===== src/rtl/jt7759_pkg.sv =====
// Shared definitions for the JT7759 slave-mode data feeder.
// Latency: none, this file holds types and constants only.
// Backpressure: none, this file holds types and constants only.
package jt7759_pkg;

   // Default FIFO address width; depth is 2**FEED_AW bytes.
   localparam int FEED_AW = 4;

   // Request handler states, one-hot encoded.
   typedef enum logic [3:0] {
      ST_IDLE  = 4'b0001,
      ST_WAIT  = 4'b0010,
      ST_SERVE = 4'b0100,
      ST_HOLD  = 4'b1000
   } feed_state_t;

   // Fill level that a FIFO of address width aw reports when it is full.
   function automatic int fifo_depth(input int aw);
      return 2 ** aw;
   endfunction

endpackage


===== src/rtl/jt7759_fifo.sv =====
// Synchronous byte FIFO built from a register array, with flush.
// Latency: a pushed byte is at the head 1 cycle later; level is registered.
// Backpressure: pushes while full are ignored; pops while empty are ignored.
module jt7759_fifo #(
   parameter int AW = 4
) (
   input  logic          clk,
   input  logic          rst,
   input  logic          flush,
   input  logic          push,
   input  logic [7:0]    push_dat,
   input  logic          pop,
   output logic [7:0]    pop_dat,
   output logic          full,
   output logic          empty,
   output logic [AW:0]   level,
   output logic [AW:0]   level_nxt
);

   localparam int DEPTH = 2 ** AW;

   logic [7:0]  mem [DEPTH];
   logic [AW:0] wr_ptr;
   logic [AW:0] rd_ptr;
   logic [AW:0] wr_nxt;
   logic [AW:0] rd_nxt;
   logic        do_push;
   logic        do_pop;

   // The extra pointer MSB tells full apart from empty when the low bits match.
   assign full  = (wr_ptr[AW] != rd_ptr[AW]) && (wr_ptr[AW-1:0] == rd_ptr[AW-1:0]);
   assign empty = (wr_ptr == rd_ptr);

   // Flush overrides both ports so a clear never lets a byte slip through.
   assign do_push = push && !full && !flush;
   assign do_pop  = pop && !empty && !flush;

   assign pop_dat = mem[rd_ptr[AW-1:0]];

   // Post-update pointers and fill count, used for the registered level.
   always_comb begin
      wr_nxt = wr_ptr + {{AW{1'b0}}, do_push};
      rd_nxt = rd_ptr + {{AW{1'b0}}, do_pop};
      if (flush) begin
         wr_nxt = '0;
         rd_nxt = '0;
      end
      level_nxt = wr_nxt - rd_nxt;
   end

   // Pointer and level registers.
   always_ff @(posedge clk or posedge rst) begin
      if (rst) begin
         wr_ptr <= '0;
         rd_ptr <= '0;
         level  <= '0;
      end else begin
         wr_ptr <= wr_nxt;
         rd_ptr <= rd_nxt;
         level  <= level_nxt;
      end
   end

   // Storage array; contents need no reset because the pointers gate every read.
   always_ff @(posedge clk) begin
      if (do_push) begin
         mem[wr_ptr[AW-1:0]] <= push_dat;
      end
   end

endmodule


===== src/rtl/jt7759_feed.sv =====
// Slave-mode byte feeder: CPU fills a FIFO, controller ROM requests pop it.
// Latency: request to rom_ok 2 cycles with data ready; empty FIFO adds the wait for a push.
// Backpressure: drq drops near full; writes into a full FIFO are dropped and flag overflow.
module jt7759_feed
   import jt7759_pkg::*;
#(
   parameter int AW      = FEED_AW,
   parameter int DRQ_LVL = 2 ** AW - 2
) (
   input  logic          clk,
   input  logic          rst,
   input  logic          flush,
   input  logic          cpu_wr,
   input  logic [7:0]    cpu_din,
   output logic          drq,
   output logic          overflow,
   output logic [AW:0]   level,
   input  logic          rom_cs,
   input  logic [16:0]   rom_addr,
   output logic [7:0]    rom_data,
   output logic          rom_ok
);

   localparam logic [AW:0] DRQ_TH = (AW + 1)'(DRQ_LVL);

   feed_state_t state;
   logic        cs_l;
   logic [16:0] addr_l;
   logic        req;
   logic        pop_vld;
   logic        fifo_full;
   logic        fifo_empty;
   logic [7:0]  fifo_head;
   logic [AW:0] fifo_level_nxt;

   // A new request is a rising rom_cs, or a new address while rom_cs stays high.
   assign req = rom_cs && (!cs_l || (rom_addr != addr_l));

   // The only pop is the single SERVE cycle, so each request takes at most one byte.
   assign pop_vld = (state == ST_SERVE);

   jt7759_fifo #(
      .AW (AW)
   ) u_fifo (
      .clk       (clk),
      .rst       (rst),
      .flush     (flush),
      .push      (cpu_wr),
      .push_dat  (cpu_din),
      .pop       (pop_vld),
      .pop_dat   (fifo_head),
      .full      (fifo_full),
      .empty     (fifo_empty),
      .level     (level),
      .level_nxt (fifo_level_nxt)
   );

   // Registered copies of the request inputs for edge and address-change detection.
   always_ff @(posedge clk or posedge rst) begin
      if (rst) begin
         cs_l   <= 1'b0;
         addr_l <= '0;
      end else begin
         cs_l   <= rom_cs;
         addr_l <= rom_addr;
      end
   end

   // CPU flow control from the post-update fill count.
   always_ff @(posedge clk or posedge rst) begin
      if (rst) begin
         drq <= 1'b1;
      end else begin
         drq <= (fifo_level_nxt < DRQ_TH);
      end
   end

   // Sticky overflow: a write that finds the FIFO full loses its byte.
   always_ff @(posedge clk or posedge rst) begin
      if (rst) begin
         overflow <= 1'b0;
      end else if (flush) begin
         overflow <= 1'b0;
      end else if (cpu_wr && fifo_full) begin
         overflow <= 1'b1;
      end
   end

   // Request handler: wait for data, serve one byte, hold it until the request ends.
   always_ff @(posedge clk or posedge rst) begin
      if (rst) begin
         state    <= ST_IDLE;
         rom_data <= 8'h00;
         rom_ok   <= 1'b0;
      end else if (flush) begin
         // rom_data is left alone; only the valid flag and the request are dropped.
         state  <= ST_IDLE;
         rom_ok <= 1'b0;
      end else begin
         unique case (state)
            ST_IDLE: begin
               if (req) begin
                  rom_ok <= 1'b0;
                  state  <= fifo_empty ? ST_WAIT : ST_SERVE;
               end
            end
            ST_WAIT: begin
               // A withdrawn request must not consume a byte, so rom_cs wins.
               if (!rom_cs) begin
                  state <= ST_IDLE;
               end else if (!fifo_empty) begin
                  state <= ST_SERVE;
               end
            end
            ST_SERVE: begin
               rom_data <= fifo_head;
               rom_ok   <= 1'b1;
               state    <= ST_HOLD;
            end
            ST_HOLD: begin
               if (!rom_cs) begin
                  rom_ok <= 1'b0;
                  state  <= ST_IDLE;
               end else if (req) begin
                  rom_ok <= 1'b0;
                  state  <= fifo_empty ? ST_WAIT : ST_SERVE;
               end
            end
            default: begin
               rom_ok <= 1'b0;
               state  <= ST_IDLE;
            end
         endcase
      end
   end

endmodule


===== config.mk =====
export PLATFORM = sky130hd
export DESIGN_NAME = jt7759_feed
export DESIGN_NICKNAME = d
export VERILOG_FILES = /design/src/rtl/jt7759_pkg.sv /design/src/rtl/jt7759_fifo.sv /design/src/rtl/jt7759_feed.sv
export SDC_FILE = /design/constraint.sdc
export NUM_CORES = 1
export LEC_CHECK = 0
export CORE_UTILIZATION = 30
export CTS_BUF_LIST = sky130_fd_sc_hd__clkbuf_4 sky130_fd_sc_hd__clkbuf_8 sky130_fd_sc_hd__clkbuf_16
export DETAILED_ROUTE_END_ITERATION = 7
export DONT_BUFFER_PORTS = 1
export PLACE_DENSITY_LB_ADDON = 0.05
export SLEW_MARGIN = 5
export SYNTH_ARGS = -nofsm -noshare
export SYNTH_HDL_FRONTEND = slang
export SYNTH_SLANG_ARGS = --single-unit

===== constraint.sdc =====
create_clock -name clk -period 3.2 [get_ports clk]
set_input_delay 0.64 -clock clk [delete_from_list [all_inputs] [get_ports clk]]
set_output_delay 0.64 -clock clk [all_outputs]
set_load 0.05 [all_outputs]

* After elaboration in Yosys (flattened, before gate mapping)
Memory sizes are Yosys's and may differ from the RTL's. A register that Yosys moved wholly into a read port is not among the register bits. Index checks and enable logic that the tools add are counted.
Cells by class: add/sub/neg operators 3, multiply operators 0, divide/modulo/power cells 0, $lt $le $gt $ge 1, equal/unequal tests 10, shift operators 0, mux-type cells 17, bitwise gates (word level) 1, reduce and logical (&&, ||, !) cells 14
Operator list (count):
- two-way mux 4 bit | 5
- inequality test 17 bit | 1
- case mux 4 bit (4 select lines) | 1
- adder 5 x 1 -> 5 bit | 2
- two-way mux 5 bit | 2
- logical AND 1 bit | 7
- two-way mux 1 bit | 7
- == test 5 bit | 1
- less-than comparator 5 x 4 -> 1 bit, second input constant | 1
- subtractor 5 bit | 1
- == test 4 x 1 -> 1 bit, second input constant | 1
- == test 4 x 2 -> 1 bit, second input constant | 1
- == test 4 x 3 -> 1 bit, second input constant | 1
- == test 4 bit | 1
- == test 4 bit, second input constant | 1
- zero test 1 bit | 4
- inequality test 4 bit, second input constant | 1
- case mux 1 bit (4 select lines) | 1
- two-way mux 3 bit | 1
- inequality test 2 bit, second input constant | 1
- AND reduction 2 bit | 1
- nonzero test 2 bit | 1
- logical OR 1 bit | 1
- inequality test 1 bit | 1
- NOT 1 bit | 1
Storage, ports and cells: register bits after elaboration 40, latch bits 0, RAM bits 128, memory bits (read-only) 0, bits of input ports 30, memories 1
Memory list:
- u_fifo.mem | depth 16, bits a word 8, rd ports 1, clocked after Yosys merged registers in 1, write ports 1, line jt7759_fifo.sv:22 | logic [7:0] mem [DEPTH];

* Longest topological paths before layout
Gate-level depths: netlist of the first run.
depth after elaboration 9, gate-level depth with buffers 14, mapped depth without buffers 13

* By module
A second synthesis of the first run with hierarchy kept.
Unflattened totals: cells, all modules 409, area, all modules 7234.4 um^2
By module, submodules not included:
- jt7759_fifo | instances 1, cells an instance 305, area an instance 5863.1 um^2
- jt7759_feed | instances 1, cells an instance 104, area an instance 1371.3 um^2

* Least setup slack after synthesis of the first run
Ideal clock, no wire load.
path type register -> register, start register state[2], end register drq, setup time 0.077 ns, arrival 3.111 ns, data required time 3.123 ns, slack 0.012 ns, stages on the path, launching flop included 14, path buffers 1, period minus slack after synthesis 3.188 ns, cells stage by stage dfrtp_1 > clkbuf_1 > nor3b_1 > nor3b_4 > nor2b_1 > ha_1 > nor2b_1 > ha_1 > inv_1 > fa_1 > a21o_1 > a21oi_1 > xor3_1 > a31oi_1
Between the ends: cells in the longest elaborated chain, start to end 7
Ends and longest elaborated chain:
- from (decl) | line jt7759_feed.sv:26 | feed_state_t state;
- from (signal assigned) | line jt7759_feed.sv:104 | state <= fifo_empty ? ST_WAIT : ST_SERVE;
- from (signal assigned) | line jt7759_feed.sv:126 | state <= fifo_empty ? ST_WAIT : ST_SERVE;
- == test 4 x 3 -> 1 bit | line jt7759_feed.sv:40 | assign pop_vld = (state == ST_SERVE);
- logical AND 1 bit (2 in series) | line jt7759_fifo.sv:36 | assign do_pop = pop && !empty && !flush;
- adder 5 x 1 -> 5 bit | line jt7759_fifo.sv:43 | rd_nxt = rd_ptr + {{AW{1'b0}}, do_pop};
- two-way mux 5 bit | line jt7759_fifo.sv:44 | if (flush) begin
- named net u_fifo.rd_nxt[0] | line jt7759_fifo.sv:26 | logic [AW:0] rd_nxt;
- subtractor 5 bit | line jt7759_fifo.sv:48 | level_nxt = wr_nxt - rd_nxt;
- named net fifo_level_nxt[4] | line jt7759_feed.sv:34 | logic [AW:0] fifo_level_nxt;
- less-than comparator 5 x 4 -> 1 bit | line jt7759_feed.sv:74 | drq <= (fifo_level_nxt < DRQ_TH);
- to (signal assigned) | line jt7759_feed.sv:74
- to (decl) | line jt7759_feed.sv:15 | output logic drq,
The timed path passes the listed nets, and every way through them passes these cells. A chain may end at the register's enable or synchronous reset.

* Worst setup path after layout of the first run
start register u_fifo.wr_ptr[4], end register drq
Between the ends: cells in the longest elaborated chain, start to end 9, elaborated cells on any way between the ends 15
Ends and longest elaborated chain:
- from (decl) | line jt7759_fifo.sv:23 | logic [AW:0] wr_ptr;
- from (signal assigned) | line jt7759_fifo.sv:58 | wr_ptr <= wr_nxt;
- inequality test 1 bit | line jt7759_fifo.sv:31 | assign full = (wr_ptr[AW] != rd_ptr[AW]) && (wr_ptr[AW-1:0] == rd_ptr[AW-1:0]);
- logical AND 1 bit | line jt7759_fifo.sv:31
- zero test 1 bit | line jt7759_fifo.sv:35 | assign do_push = push && !full && !flush;
- logical AND 1 bit (2 in series) | line jt7759_fifo.sv:35
- adder 5 x 1 -> 5 bit | line jt7759_fifo.sv:42 | wr_nxt = wr_ptr + {{AW{1'b0}}, do_push};
- two-way mux 5 bit | line jt7759_fifo.sv:44
- named net u_fifo.wr_nxt[1] | line jt7759_fifo.sv:25 | logic [AW:0] wr_nxt;
- subtractor 5 bit | line jt7759_fifo.sv:48
- named net fifo_level_nxt[4] | line jt7759_feed.sv:34
- less-than comparator 5 x 4 -> 1 bit | line jt7759_feed.sv:74
The timed path passes the listed nets, and every way through them passes these cells.

==> results of run 1 <==
[worst register-to-register path, stage by stage (launching register included)]
cell     delay, ps
dfrtp_1        400
xor2_1         420
a21oi_2        170
ha_1           260
ha_1           280
nor2b_1        150
fa_1           410
a21o_1         190
a21oi_1        170
xor3_1         260
a31oi_1        150
[power groups by stage]
stage                     logic (mW)  clock network [mW]  registers (mW)
final                          0.158                2.08            2.59
after global placement         0.160                   0            2.64
after detailed placement       0.159                   0            2.64
after global routing           0.175                2.23            2.59
after floorplan                0.123                   0            2.62
after CTS                      0.161                2.15            2.59
[worst max path at each step]
stage	startpoint	slack [ps]	endpoint
floorplan	state[2]$_DFFE_PP0P_	10	drq$_DFF_PP1_
global route	u_fifo.wr_ptr[4]$_DFF_PP0_	30	drq$_DFF_PP1_
CTS	u_fifo.wr_ptr[4]$_DFF_PP0_	170	drq$_DFF_PP1_
global placement	u_fifo.wr_ptr[4]$_DFF_PP0_	210	drq$_DFF_PP1_
detailed placement	u_fifo.wr_ptr[4]$_DFF_PP0_	210	drq$_DFF_PP1_
finish	u_fifo.wr_ptr[4]$_DFF_PP0_	270	drq$_DFF_PP1_
[layout make-up]
| class | instances | area (um^2) |
|---|---|---|
| repair buffers | 30 | 225 |
| well taps | 319 | 399 |
| multi-input cells | 185 | 2050 |
| clock inverters | 15 | 180 |
| flip-flops and latches | 176 | 5050 |
| inverters | 10 | 37.5 |
| clock buffers | 17 | 425 |
| fillers | 2254 | 15200 |
[cell families (layout without fill, tap and decap cells)]
logic type / Yosys count / in the layout / synth area share (%)
AOI/OAI and AO/OA: 24 / 24 / 2.23
DFF: 176 / 176 / 69.3
muxes: 48 / 48 / 14.5
and+or+nand+nor: 72 / 72 / 5.60
adders and majority gates: 9 / 9 / 1.65
buffers and inverters: 27 / 72 / 2.56
xor gates and xnor gates: 32 / 32 / 4.06
[registers in the layout, summed over array words and instances (netlist names)]
register,cells
rom_ok,1
cs_l,1
drq,1
rom_data,8
u_fifo.mem,128
u_fifo.rd_ptr,5
overflow,1
state,4
u_fifo.wr_ptr,5
u_fifo.level,5
addr_l,17
[layout by cell type (no fill, tap or decap), types with 7 or more instances in the layout]
master       n
nand3_1      7
mux4_2      27
buf_4       30
clkbuf_16   17
dfrtp_1     45
ha_1         8
inv_1        8
xnor2_1     15
edfxtp_1   128
xor2_1      15
nand2b_1     8
nor2_1      19
mux4_1      13
nor3_1       7
[metrics by stage]
stage          total power [mW]  setup slack [ps]  utilization (%)  instance area, um^2
2_1_floorplan              2.75              12.3                -                 7280
3_3_place_gp               2.80               210             32.8                 7750
3_5_place_dp               2.80               213             32.8                 7750
4_1_cts                    4.90               173             35.4                 8360
5_1_grt                    5.00              28.9             35.4                 8370
6_report                   4.83               267             35.4                 8370
[routing by layer]
metal	GRT usage (%)	share of wire, %	up-vias
li1	-	-	1603
met1	18.0	47	1828
met2	22.5	48	62
met3	3.53	3.9	7
met4	3.33	0.69	0
met5	0	0	-
==> summary.md, run 1 <==
| Metric | Value |
|---|---|
| Cell area after synthesis | 7280 um^2 |
| Placed insts | 720 |
| Reg2reg start | u_fifo.wr_ptr[4]$_DFF_PP0_ |
| Post-CTS Resized | 0 |
| Comb pwr share | 3.3% |
| Final hold slack | 237 ps |
| Layout Cells excl Fill | 752 |
| Power Density | 577 nW/um^2 |
| Total track usage | 13.7% |
| R2r setup slk | 270 ps |
| Max cap viols | 0 |
| Outcome | complete, no violations |
| Final hold vios | 0 |
| Cell variety after synth | 51 |
| Worst Min Path Start | rom_addr[16] |
| Most frequent cell after synthesis | edfxtp_1 |
| Clock share of power | 43.1% |
| Leak pwr | 2.92 nW |
| TritonCTS Buffers | 17 |
| Slew Viols, Final | 0 |
| Setup bufs post-CTS | 0 |
| Crit path top cell by count | ha_1 |
| Worst Path Required | 3550 ps |
| Crit-path max cell delay | 420 ps |
| Core area | 23,600 um^2 |
| Ys async rst share | 27.3% |
| CP Launch Type | register |
| Vias in the first global route | 3,687 |
| Worst vdd ir | 0.000328 V |
| Internal power | 3.63 mW |
| Synth Area per Inst | 18.8 um^2 |
| ANT cells | 0 |
| I/O Buffers | 0 |
| Period utilization | 91.7% |
| CP top delay family | adder cells |
| Ranking of synthesized cells by area | edfxtp_1, dfrtp_1, mux4_2, mux4_1, xnor2_1 |
| RSZ-0062 raised after global routing | false |
| Clock skew | 15.7 ps |
| Slew margin rel. | 31.7% |
| Post-synth EDFFs | 128 |
| Sw Ratio | 24.8% |
| Total global routing overflow | 0 |
| Reg clk slew, reported paths | 80 ps |
| WP buf/inv | 0 |
| Worst-Skew Late Latency | 430 ps |
| Share of cells above drive strength 1 | 24.7% |
| Largest net degree at the start of global routing | 49 |
| Post-Syn Instances | 388 |
| Worst Setup End Kind | register |
| Vias/cell | 4.65 |
| Via count | 3,500 |
| CTS sink count | 176 |
| Worst Hold End | addr_l[16]$_DFF_PP0_ |
| Yosys top cell by area | edfxtp_1 |
| DR iter-0 viols | 141 |
| H-tree Lvls | 4 |
| Post-DP HPWL | 11,000 um |
| Synth warnings | 0 |
| Number of remaining DRC errors | 0 |
| RD Place Congestion | 0.749 |
| Hold Crit Depth | 0 |
| R2R cell count | 10 |
| Number of top-level pins | 46 |
| Slowest CP cell | xor2_1 |
| Endpoints failing setup | 0 |
| Worst Tran Pin Value | 1020 ps |
| Yosys reg bits | 176 |
| Max frequency | 341 MHz |
| DIE WIDTH | 158 um |
| Commonest register cell after synthesis | edfxtp_1 |
| Critical path data arrival time | 3290 ps |
| Critical path class | reg2reg |
| Post-DRT Antenna Nets | 0 |
| Psw | 1.20 mW |
| Synthesized Nets | 427 |
| Clock Tree Buf Depth | 2 |
| Die area | 24,900 um^2 |
| Setup_tns | 0 ps |
| Cts hold-fix bufs | 0 |
| Post-synth top area share | 52.8% |
| WL/cell | 21.3 um |
| CTS tree | yes |
| CP Depth | 10 |
| Routed WL | 16,000 um |
| Rows | 56 |
| Nets | 459 |
| CTS Root Cell | clkbuf_16 |
| Initial antenna violation count | 0 |
| Reg-to-Reg End | drq$_DFF_PP1_ |
| DRT Pass-1 Iters | 4 |
| Die Y | 158 um |
| Area Overhead vs Synth | 15.0% |
| Initial core utilization | 30.8% |
| Tmin final | 2930 ps |
| Sequential area share after synthesis | 69.3% |
| Post-synth top cells | edfxtp_1, dfrtp_1, mux4_2, nor2_1, xnor2_1 |
| CP max FO | 5 |
| Flop pwr share | 53.6% |
| First-pass GRT wire length | 23,700 um |
| Hold Path Class | in2reg |
| Cells along the critical path | xor2_1 -> a21oi_2 -> ha_1 -> ha_1 -> nor2b_1 -> fa_1 -> a21o_1 -> a21oi_1 -> xor3_1 -> a31oi_1 |
No activity file was read; power rests on OpenSTA's default activity.
==> run 2, diff against run 1 <==
- PLACE_DENSITY_LB_ADDON: 0.05 -> 0.15
- SYNTH_HIERARCHICAL: default -> 1
==> summary.md, run 2 <==
| Metric | Value |
|---|---|
| CTS tree | yes (unchanged) |
| Max cap viols | 0 (unchanged) |
| CP max FO | 7 (was 5) |
| Area Overhead vs Synth | 15.0% (about the same) |
| H-tree Lvls | 4 (unchanged) |
| Initial core utilization | 30.7% (was 30.8%) |
| Total track usage | 12.8% (was 13.7%) |
| CP Launch Type | register (unchanged) |
| Cts hold-fix bufs | 0 (unchanged) |
| Vias in the first global route | 3,716 (was 3,687) |
| Largest net degree at the start of global routing | 35 (was 49) |
| Clock share of power | 44.7% (was 43.1%) |
| Sw Ratio | 21.6% (was 24.8%) |
| Max frequency | 343 MHz (was 341 MHz) |
| Final hold vios | 0 (unchanged) |
| Psw | 1.05 mW (was 1.20 mW) |
| Placed insts | 735 (was 720) |
| Reg2reg start | state[3]$_DFFE_PP0P_ (was u_fifo.wr_ptr[4]$_DFF_PP0_) |
| Clock skew | 11.0 ps (was 15.7 ps) |
| DRT Pass-1 Iters | 4 (unchanged) |
| ANT cells | 0 (unchanged) |
| Max reg flops | 128 (unchanged) |
| Worst Setup End Kind | register (unchanged) |
| Post-Syn Instances | 409 (was 388) |
| Cell variety after synth | 52 (was 51) |
| Period utilization | 91.2% (was 91.7%) |
| Setup_tns | 0 ps (unchanged) |
| Most common cell after layout, fill and taps aside | edfxtp_1 (unchanged) |
| TritonCTS Buffers | 17 (unchanged) |
| Synthesized Nets | 448 (was 427) |
| Yosys reg bits | 176 (unchanged) |
| Ys async rst share | 27.3% (unchanged) |
| Power Density | 583 nW/um^2 (was 577 nW/um^2) |
| Placed inst area | 7680 um^2 (was 7750 um^2) |
| Slew margin rel. | 33.5% (was 31.7%) |
| Post-DRT Antenna Nets | 0 (unchanged) |
| Sequential area share after synthesis | 69.8% (was 69.3%) |
| Die Y | 157 um (was 158 um) |
| Commonest register cell after synthesis | edfxtp_1 (unchanged) |
| Comb pwr share | 2.4% (was 3.3%) |
| Via count | 3,560 (was 3,500) |
| Reg clk slew, reported paths | 60 ps (was 80 ps) |
| DIE WIDTH | 157 um (was 158 um) |
| Nets | 475 (was 459) |
| Hold Path Class | in2async (was in2reg) |
| Number of top-level pins | 46 (unchanged) |
| Final instance area | 8320 um^2 (was 8370 um^2) |
| Final worst setup slack | 282 ps (was 267 ps) |
| Pre-CTS setup slack | 240 ps (was 213 ps) |
| Final hold slack | 186 ps (was 237 ps) |
| Critical path class | reg2reg (unchanged) |
| Endpoints failing setup | 0 (unchanged) |
| Post-synth top area share | 53.1% (was 52.8%) |
| Internal power | 3.80 mW (was 3.63 mW) |
| I/O Buffers | 0 (unchanged) |
| Slew Viols, Final | 0 (unchanged) |
| Worst vdd ir | 0.000380 V (was 0.000328 V) |
| CTS Root Cell | clkbuf_16 (unchanged) |
| Number of remaining DRC errors | 0 (unchanged) |
| Routed WL | 14,800 um (was 16,000 um) |
| Initial antenna violation count | 0 (unchanged) |
| Worst setup startpoint | state[3]$_DFFE_PP0P_ (was u_fifo.wr_ptr[4]$_DFF_PP0_) |
| Most frequent cell after synthesis | edfxtp_1 (unchanged) |
| Worst Tran Pin Value | 994 ps (was 1020 ps) |
| Outcome | complete, no violations (unchanged) |
| Most frequent cells in the layout | edfxtp_1, dfrtp_1, nor2_1 (was edfxtp_1, dfrtp_1, buf_4) |
| Vias/cell | 4.64 (was 4.65) |
| Post-synth top cells | edfxtp_1, dfrtp_1, nor2_1, xor2_1, mux4_2 (was edfxtp_1, dfrtp_1, mux4_2, nor2_1, xnor2_1) |
| Flop pwr share | 52.9% (was 53.6%) |
| Total global routing overflow | 0 (unchanged) |
| Cell area after synthesis | 7230 um^2 (was 7280 um^2) |
| Yosys top cell by area | edfxtp_1 (unchanged) |
| CTS sink count | 176 (unchanged) |
| Clock Tree Buf Depth | 2 (unchanged) |
| RD Place Congestion | 0.746 (was 0.749) |
| Ranking of synthesized cells by area | edfxtp_1, dfrtp_1, mux4_2, mux4_1, xor2_1 (was edfxtp_1, dfrtp_1, mux4_2, mux4_1, xnor2_1) |
| Post-synth EDFFs | 128 (unchanged) |
| Leak pwr | 2.96 nW (was 2.92 nW) |
| Synth Area per Inst | 17.7 um^2 (was 18.8 um^2) |
| Layout Cells excl Fill | 768 (was 752) |
| WL/cell | 19.2 um (was 21.3 um) |
| Worst-Skew Late Latency | 420 ps (was 430 ps) |
| Synth warnings | 6 (was 0) |
| Rows | 56 (unchanged) |
| Critical path data arrival time | 3240 ps (was 3290 ps) |
| R2R cell count | 13 (was 10) |
| First-pass GRT wire length | 22,500 um (was 23,700 um) |
| Tmin final | 2920 ps (was 2930 ps) |
| Core area | 23,500 um^2 (was 23,600 um^2) |
| Post-DP HPWL | 9390 um (was 11,000 um) |
| Share of cells above drive strength 1 | 20.5% (was 24.7%) |
| DR iter-0 viols | 185 (was 141) |
| Die area | 24,700 um^2 (was 24,900 um^2) |
| Worst Path Required | 3530 ps (was 3550 ps) |
[run 2: changes by cell type after synthesis, moves of 5 or more]
| cell | delta |
|---|---|
| a22oi_1 | +15 |
| inv_1 | +5 |
| mux2_2 | +5 |
| mux2_4 | -5 |
| mux4_2 | -9 |
| nand2_1 | +8 |
| nor2_1 | +8 |
| xnor2_1 | -6 |
| xor2_1 | +6 |
[run 2: critical path, cell delays in order (launching register included)]
cell and delay, ps:
dfrtp_1 460, nor2_2 180, nand2_1 120, nor2_1 160, nor3b_1 200, ha_1 200
ha_1 180, xor2_1 150, nand2b_1 90, ha_1 330, a21o_1 170, a21oi_1 160
xor3_1 250, a31oi_1 190
[run 2: metrics by stage]
step / util [%] / power [mW]
6_report: 35.3 / 4.85
5_1_grt: 35.3 / 5.04
4_1_cts: 35.3 / 4.91
3_5_place_dp: 32.6 / 2.73
3_3_place_gp: 32.6 / 2.73
2_1_floorplan: - / 2.69
[run 2: kinds of logic after synthesis]
kind of cell	Yosys count	synth area share (%)
AO/OA/AOI/OAI	36	3.61
XOR/XNOR	32	4.08
adder cells (fa/ha/maj)	9	1.66
buffers and inverters	31	2.59
flip-flops	176	69.8
multiplexers	41	12.1
AND/OR/NAND/NOR	84	6.21
[run 2: area by class of cell]
| class | count | area (um^2) |
|---|---|---|
| clock buffers | 17 | 425 |
| clock inverters | 15 | 203 |
| fillers | 2253 | 15200 |
| inverters | 14 | 52.6 |
| multi-input cells | 202 | 2000 |
| flip-flops and latches | 176 | 5050 |
| well taps | 319 | 399 |
| repair buffers | 25 | 188 |
[run 2: final timing paths]
| path | endpoint | slack, ps |
|---|---|---|
| worst min register to register | state[0]$_DFFE_PP1P_ | 610 |
| min in group clk | addr_l[9]$_DFF_PP0_ | 250 |
| worst min-delay path | u_fifo/level[3]$_DFF_PP0_ | 190 |
| worst max-delay path | drq$_DFF_PP1_ | 280 |
| max in group asynchronous | u_fifo/rd_ptr[0]$_DFF_PP0_ | 2580 |
| worst max register to register | drq$_DFF_PP1_ | 280 |
[run 2: metal layers]
metal	track usage [%]	part of all wire, %
met5	0	0
met4	3.47	0.89
met3	2.86	4.0
met2	21.4	50
met1	16.7	45
[run 2: timing repair]
action                                  4_1_cts  5_1_grt
buffers inserted                              0        1
endpoints found under the setup margin        0        1
gates resized for setup                       0        1
[run 2: power by group through the flow]
stage | clock network (mW) | registers, mW | logic, mW
global route | 2.34 | 2.57 | 0.132
finish | 2.17 | 2.56 | 0.116
detailed placement | 0 | 2.61 | 0.117
global placement | 0 | 2.61 | 0.115
floorplan | 0 | 2.60 | 0.0890
CTS | 2.23 | 2.56 | 0.117
